===== config.mk =====
export PLATFORM = sky130hd
export DESIGN_NAME = vdp_bus_initiator_flat
export DESIGN_NICKNAME = d
export VERILOG_FILES = /design/src/rtl/vdp_bus_initiator_if.sv /design/src/rtl/vdp_bus_initiator.sv /design/src/flat_wrapper.sv
export SDC_FILE = /design/constraint.sdc
export NUM_CORES = 1
export LEC_CHECK = 0
export ABC_AREA = 1
export CAP_MARGIN = 20
export CORE_UTILIZATION = 46
export CTS_CLUSTER_SIZE = 20
export DETAILED_ROUTE_END_ITERATION = 12
export HOLD_SLACK_MARGIN = 0.1
export PLACE_DENSITY = 0.76
export SETUP_SLACK_MARGIN = 0.1
export SLEW_MARGIN = 20
export SYNTH_ARGS = -nofsm -noshare
export SYNTH_HDL_FRONTEND = slang
export SYNTH_SLANG_ARGS = --single-unit

===== constraint.sdc =====
create_clock -name clk -period 1.67 [get_ports clk]
set_input_delay 0.334 -clock clk [delete_from_list [all_inputs] [get_ports clk]]
set_output_delay 0.334 -clock clk [all_outputs]
set_load 0.1 [all_outputs]

===== src/rtl/vdp_bus_initiator_if.sv =====
// vdp_bus_initiator_if: command, response and VDP CPU-port pin bundle for the bus initiator.
interface vdp_bus_initiator_if;
  logic       req_valid;
  logic       req_ready;
  logic       req_write;
  logic [1:0] req_mode;
  logic [7:0] req_data;
  logic       rsp_valid;
  logic [7:0] rsp_data;
  logic       done;
  logic [1:0] mode_o;
  logic       csw_n_o;
  logic       csr_n_o;
  logic [7:0] cd_o;
  logic       cd_oe;
  logic [7:0] cd_i;
  modport master (
    input  req_valid, req_write, req_mode, req_data, cd_i,
    output req_ready, rsp_valid, rsp_data, done, mode_o, csw_n_o, csr_n_o, cd_o, cd_oe
  );
  modport slave (
    output req_valid, req_write, req_mode, req_data, cd_i,
    input  req_ready, rsp_valid, rsp_data, done, mode_o, csw_n_o, csr_n_o, cd_o, cd_oe
  );
endinterface


===== src/rtl/vdp_bus_initiator.sv =====
// vdp_bus_initiator: drives VDP CPU-port accesses with programmable setup/strobe/hold/recovery timing.
module vdp_bus_initiator #(
  parameter int SETUP_CYC    = 2,
  parameter int STROBE_CYC   = 6,
  parameter int HOLD_CYC     = 2,
  parameter int RECOVERY_CYC = 4
) (
  input logic                 clk,
  input logic                 reset,
  vdp_bus_initiator_if.master bus
);
  localparam int M0   = SETUP_CYC > STROBE_CYC ? SETUP_CYC : STROBE_CYC;
  localparam int M1   = HOLD_CYC > RECOVERY_CYC ? HOLD_CYC : RECOVERY_CYC;
  localparam int MAXC = M0 > M1 ? M0 : M1;
  localparam int CW   = $clog2(MAXC + 1);
  if (SETUP_CYC < 1 || STROBE_CYC < 2 || HOLD_CYC < 1 || RECOVERY_CYC < 1) begin : g_bad_param
    $error("vdp_bus_initiator: timing parameter below its minimum");
  end
  typedef enum logic [2:0] {IDLE, SETUP, STROBE, HOLD, RECOVER} state_t;
  state_t        r_state, w_next;
  logic [CW-1:0] r_cnt, w_cnt;
  logic          r_write, r_ready, r_rsp_valid, r_done, r_csw_n, r_csr_n, r_cd_oe;
  logic [1:0]    r_mode;
  logic [7:0]    r_cd, r_sync, r_rsp;
  logic          w_accept, w_exp, w_last;
  assign w_accept = bus.req_valid & r_ready;
  assign w_exp    = r_cnt == '0;
  assign w_last   = r_state == RECOVER && w_exp;
  always_ff @(posedge clk or posedge reset) begin
    if (reset) begin
      r_state <= IDLE;
      r_cnt   <= '0;
    end else begin
      r_state <= w_next;
      r_cnt   <= w_cnt;
    end
  end
  always_comb begin
    w_next = r_state;
    w_cnt  = r_cnt - 1'b1;
    case (r_state)
      IDLE: begin
        w_next = w_accept ? SETUP : IDLE;
        w_cnt  = CW'(SETUP_CYC - 1);
      end
      SETUP:   if (w_exp) begin w_next = STROBE;  w_cnt = CW'(STROBE_CYC - 1);   end
      STROBE:  if (w_exp) begin w_next = HOLD;    w_cnt = CW'(HOLD_CYC - 1);     end
      HOLD:    if (w_exp) begin w_next = RECOVER; w_cnt = CW'(RECOVERY_CYC - 1); end
      RECOVER: if (w_exp) begin w_next = IDLE;    w_cnt = '0;                    end
      default: w_next = IDLE;
    endcase
  end
  // Pins register the decode of the next state, so every pin comes straight off a flop.
  // rsp_data acts as the second synchroniser stage, capturing cd_i as seen one cycle before strobe end.
  always_ff @(posedge clk or posedge reset) begin
    if (reset) begin
      r_ready     <= 1'b0;
      r_rsp_valid <= 1'b0;
      r_done      <= 1'b0;
      r_csw_n     <= 1'b1;
      r_csr_n     <= 1'b1;
      r_cd_oe     <= 1'b0;
      r_write     <= 1'b0;
      r_mode      <= '0;
      r_cd        <= '0;
      r_sync      <= '0;
      r_rsp       <= '0;
    end else begin
      r_ready     <= w_next == IDLE;
      r_done      <= w_last;
      r_rsp_valid <= w_last & ~r_write;
      r_csw_n     <= !(w_next == STROBE && r_write);
      r_csr_n     <= !(w_next == STROBE && !r_write);
      r_cd_oe     <= w_accept ? bus.req_write : r_cd_oe & (w_next != RECOVER) & (w_next != IDLE);
      r_sync      <= bus.cd_i;
      if (w_accept) begin
        r_write <= bus.req_write;
        r_mode  <= bus.req_mode;
        r_cd    <= bus.req_data;
      end
      if (r_state == STROBE && w_exp && !r_write) r_rsp <= r_sync;
    end
  end
  assign bus.req_ready = r_ready;
  assign bus.rsp_valid = r_rsp_valid;
  assign bus.rsp_data  = r_rsp;
  assign bus.done      = r_done;
  assign bus.mode_o    = r_mode;
  assign bus.csw_n_o   = r_csw_n;
  assign bus.csr_n_o   = r_csr_n;
  assign bus.cd_o      = r_cd;
  assign bus.cd_oe     = r_cd_oe;
endmodule

===== src/flat_wrapper.sv =====
// flat-port wrapper written by rule: the top's interface ports become plain ports
module vdp_bus_initiator_flat 
#(
  parameter int SETUP_CYC    = 2,
  parameter int STROBE_CYC   = 6,
  parameter int HOLD_CYC     = 2,
  parameter int RECOVERY_CYC = 4
)
  (clk, reset, bus_req_valid, bus_req_write, bus_req_mode, bus_req_data, bus_cd_i, bus_req_ready, bus_rsp_valid, bus_rsp_data, bus_done, bus_mode_o, bus_csw_n_o, bus_csr_n_o, bus_cd_o, bus_cd_oe);
  vdp_bus_initiator_if bus_i ();
  input logic clk;
  input logic reset;
  input wire logic [$bits(bus_i.req_valid)-1:0] bus_req_valid;
  input wire logic [$bits(bus_i.req_write)-1:0] bus_req_write;
  input wire logic [$bits(bus_i.req_mode)-1:0] bus_req_mode;
  input wire logic [$bits(bus_i.req_data)-1:0] bus_req_data;
  input wire logic [$bits(bus_i.cd_i)-1:0] bus_cd_i;
  output wire logic [$bits(bus_i.req_ready)-1:0] bus_req_ready;
  output wire logic [$bits(bus_i.rsp_valid)-1:0] bus_rsp_valid;
  output wire logic [$bits(bus_i.rsp_data)-1:0] bus_rsp_data;
  output wire logic [$bits(bus_i.done)-1:0] bus_done;
  output wire logic [$bits(bus_i.mode_o)-1:0] bus_mode_o;
  output wire logic [$bits(bus_i.csw_n_o)-1:0] bus_csw_n_o;
  output wire logic [$bits(bus_i.csr_n_o)-1:0] bus_csr_n_o;
  output wire logic [$bits(bus_i.cd_o)-1:0] bus_cd_o;
  output wire logic [$bits(bus_i.cd_oe)-1:0] bus_cd_oe;
  assign bus_i.req_valid = bus_req_valid;
  assign bus_i.req_write = bus_req_write;
  assign bus_i.req_mode = bus_req_mode;
  assign bus_i.req_data = bus_req_data;
  assign bus_i.cd_i = bus_cd_i;
  assign bus_req_ready = bus_i.req_ready;
  assign bus_rsp_valid = bus_i.rsp_valid;
  assign bus_rsp_data = bus_i.rsp_data;
  assign bus_done = bus_i.done;
  assign bus_mode_o = bus_i.mode_o;
  assign bus_csw_n_o = bus_i.csw_n_o;
  assign bus_csr_n_o = bus_i.csr_n_o;
  assign bus_cd_o = bus_i.cd_o;
  assign bus_cd_oe = bus_i.cd_oe;
  vdp_bus_initiator #(.SETUP_CYC(SETUP_CYC), .STROBE_CYC(STROBE_CYC), .HOLD_CYC(HOLD_CYC), .RECOVERY_CYC(RECOVERY_CYC)) u_core (.clk(clk), .reset(reset), .bus(bus_i));
endmodule

* Yosys cells after proc, flatten, opt, wreduce, memory -nomap -nowiden *
Cells that the tools add are included.

word-level totals
  bits in registers = 39
  bits of input ports = 22
  output and inout port bits = 24
  word-level logic and storage cells = 49

operators by class
  add/sub/neg operators = 1
  equal/unequal tests = 6
  muxes and demuxes = 12
  bitwise operators = 5
  reductions and logical operators = 12

operators by type and width
  operator             number
  $pmux 3 s5           2
  $mux 3               8
  $eq 3x2->1 const B   3
  $logic_not 3->1      3
  $logic_and 1x1->1    5
  $and 1x1->1          4
  $eq 3x1->1 const B   1
  $eq 3x3->1 const B   1
  $logic_not 1->1      3
  $ne 3x3->1 const B   1
  $reduce_bool 3->1    1
  $sub 3x1->3 const B  1
  $mux 1               2
  $not 1->1            1

* Logic depth before layout (Yosys ltp) *
  word-level depth = 7
  depth in mapped cells = 8
  depth with buffers taken out = 8

* Worst setup path after synthesis *
OpenSTA, ideal clock, no wires.

  kind = register -> register
  start = reg u_core.r_ready, in the netlist u_core.bus.req_ready
  end = reg u_core.r_cd[0], in the netlist u_core.bus.cd_o[0]
  setup time = 0.068 ns
  data arrival time = 1.646 ns
  required time = 1.602 ns
  slack = -0.044 ns
  cell stages (with the launch flop) = 6
  buffers on the path = 1
  period minus slack after synthesis = 1.714 ns
  path through = dfrtp_1 > nand2_1 > inv_1 > clkbuf_1 > nand2_1 > nand2_1

between the ends
  cells in the longest elaborated chain, start to end = 1

ends and longest elaborated chain
  element                 RTL line                 RTL
  start, declared         vdp_bus_initiator.sv:22  logic r_write, r_ready, r_rsp_valid, r_done, r_csw_n, r_csr_n, r_cd_oe;
  start signal, assigned  vdp_bus_initiator.sv:57  r_ready <= 1'b0;
  start signal, assigned  vdp_bus_initiator.sv:69  r_ready <= w_next == IDLE;
  $and 1x1->1             vdp_bus_initiator.sv:26  assign w_accept = bus.req_valid & r_ready;
  end signal, assigned    vdp_bus_initiator.sv:79  r_cd <= bus.req_data;
  end, declared           vdp_bus_initiator.sv:24  logic [7:0] r_cd, r_sync, r_rsp;

Every way passes these cells.
A chain may end at the register's enable or synchronous reset.

* Final worst setup path *
  start = reg u_core.r_cnt[0]
  end = reg u_core.r_rsp[7], in the netlist u_core.bus.rsp_data[7]

between the ends
  cells in the longest elaborated chain, start to end = 3

ends and longest elaborated chain
  element                          RTL line                 RTL
  start, declared                  vdp_bus_initiator.sv:21  logic [CW-1:0] r_cnt, w_cnt;
  start signal, assigned           vdp_bus_initiator.sv:35  r_cnt <= w_cnt;
  $logic_not 3->1                  vdp_bus_initiator.sv:27  assign w_exp = r_cnt == '0;
  $logic_and 1x1->1 (2 in series)  vdp_bus_initiator.sv:81  if (r_state == STROBE && w_exp && !r_write) r_rsp <= r_sync;
  end signal, assigned             vdp_bus_initiator.sv:81
  end, declared                    vdp_bus_initiator.sv:24

Every way passes these cells.

==> metrics.txt <==
final clock skew=0.007222 ns; post-route insts no fill=251; Sink Count=39; CTS tree=done; Post-CTS Setup Bufs=0; first-pass GRT wire length=6023 µm; TNS Setup=0 ns; Critical Path Fanout Max=10; IO Pins=46; die width=59.84 µm; Routed Antenna Nets=0; # hold bufs at CTS=0; Pre-antenna DRT Iters=4; r2r endpoint=u_core.bus.rsp_data[7]; nature of the critical path startpoint=register; Routed WL=3685 µm; area delta synth->final=55.69%; cts repair resizes=0; Net Count, Synth=178; core area=3103 µm²; Fin. Hold Viols=0; setup slack, reg-to-reg=0.19 ns; Hold WC Path Type=in2async; post-synth top area cell=dfrtp_1; I/O Buffers=45; Yosys Warn Count=0; ant diodes=0; crit path DAT=1.73 ns; Vias/cell=5.068; GRT Total Usage=24.57%; vias in the first global route=1318; clock tree buffer depth=2; Avg Cell Area, Syn=9.993 µm²; max frequency=0.6746 GHz; worst skew pair latency=0.35 ns; reg2reg start=u_core.r_cnt[0]; Worst slew margin=74.66%; Crit. End Element=register; outcome=complete, no violations; worst reg2reg path depth=7; fin crit period=1.482 ns; Tcrit/Tclk final=88.77%; max cap viols=0; die outline area=3581 µm²; Post-Place Cells=243; post-synthesis cell type count=24; Req. time, crit path=1.92 ns; final-report setup violation count=0; gr ovfl total=0; Worst-path clk slew=0.11 ns; Max Transition Viols Final=0; Yosys reg bits=39; worst setup path class=reg2reg; Starting Density=49.60%; # DRC=0; WL per Instance=14.68 µm; ranking of synthesized cells by area=dfrtp_1 (60%), nand2_1 (14%), dfstp_2 (3.4%); Mapped Cells=154; vias=1272; fraction of layout cells with a size suffix above 1=26.57%; Detailed Route Iter0 Violations=45; top cell type's share of synthesized area=60.16%; RSZ-0062 raised after global routing=no; Worst-Margin Slew=0.3797 ns; DPL Wire Length=2806 µm; Max H-tree Level=2; clock root cell=clkbuf_4; nets@finish=230; Post-Synthesis Cell Area=1539 µm²; Die Y=59.84 µm; largest net degree at the start of global routing=40; initial antenna violation count=0; global placement routability congestion=0.8166; TritonCTS Buffers=5; FP Rows=20; post-synthesis sequential area ratio=63.58%
[per-stage QoR]
step	instance area [µm²]	util, %	worst slack [ns]	hold WS, ns
floorplan	1540	-	0.2601	0.3654
global placement	2310	74.44	0.3073	0.4227
detailed placement	2310	74.44	0.2056	0.4274
CTS	2396	77.22	0.1883	0.3131
global route	2396	77.22	0.1081	0.3251
finish	2396	77.22	0.1876	0.3176
[sequential cells by signal, indices dropped and copies added (netlist names), 2 cells and up]
name and cells:
u_core.r_state 3, u_core.r_sync 8, u_core.r_cnt 3, u_core.bus.cd_o 8
u_core.bus.mode_o 2, u_core.bus.rsp_data 8
[placed cells by master, fill, tap and decap left out, types with 2 or more instances in the layout]
cell type,instances
dfrtp_1,36
buf_12,25
nand2_2,3
nand2_1,59
inv_1,12
ha_1,2
nand3_1,10
dfstp_2,2
nor2_2,3
clkdlybuf4s50_1,21
nor2_1,4
clkbuf_4,5
o21ai_0,2
inv_2,3
buf_4,2
nand3_2,3
[worst max-delay path, cell delays in order (launching register included)]
cell,delay (ns)
dfrtp_1,0.41
inv_1,0.10
ha_1,0.21
nand2_2,0.17
nor2_8,0.23
nand2_4,0.11
nand2_1,0.09
nand2_1,0.06
[cell type report]
type	instances	area, µm²
tap	44	55.05
sequential	39	979.7
inverter	15	56.30
timing repair buffer	48	725.7
clock buffer	6	51.30
fill	217	706.9
clock inverter	2	35.03
multi-input combinational	97	493.0
[kinds of logic after synthesis]
| kind of cell | synth area share [%] |
|---|---|
| flip-flops | 63.58 |
| AND/OR/NAND/NOR | 26.50 |
| AO/OA/AOI/OAI | 3.333 |
| adder cells (fa/ha/maj) | 1.626 |
| XOR/XNOR | 0.5692 |
| buffers and inverters | 4.390 |
[synthesized netlist by cell type]
cell type / instances
clkbuf_1: 3
dfstp_2: 2
nand3_2: 3
o22ai_2: 1
nor3_1: 1
a22oi_1: 1
nor2_8: 1
inv_1: 12
nor2_4: 1
o21ai_2: 1
nand3_1: 10
nand2_1: 59
inv_2: 3
nor2_2: 3
nor2_1: 4
dfrtp_1: 37
ha_1: 2
nand4_1: 1
nand2_4: 1
o21ai_1: 1
o211ai_1: 1
xnor2_1: 1
o21ai_0: 2
nand2_2: 3
[per-layer routing]
| metal | track usage [%] | share of wire, % |
|---|---|---|
| met5 | 0 | 0 |
| met4 | 12.62 | 3.0 |
| met3 | 11.26 | 8.8 |
| met2 | 42.06 | 54 |
| met1 | 24.96 | 35 |
[how the worst max path moves through the flow]
stage / start / depth (start not counted) / to / slack, ns
2_1_floorplan: u_core.bus.req_ready / 5 / u_core.bus.cd_o[0] / 0.26
3_3_place_gp: bus_req_valid / 6 / u_core.bus.req_ready / 0.31
3_5_place_dp: u_core.r_cnt[0] / 7 / u_core.bus.rsp_data[7] / 0.21
4_1_cts: u_core.r_cnt[0] / 7 / u_core.bus.rsp_data[7] / 0.19
5_1_grt: u_core.r_cnt[0] / 7 / u_core.bus.rsp_data[7] / 0.11
6_report: u_core.r_cnt[0] / 7 / u_core.bus.rsp_data[7] / 0.19
Power is left out: the tool's default activity adds up to more than one toggle a clock period on the data nets, which glitch-free logic cannot reach.
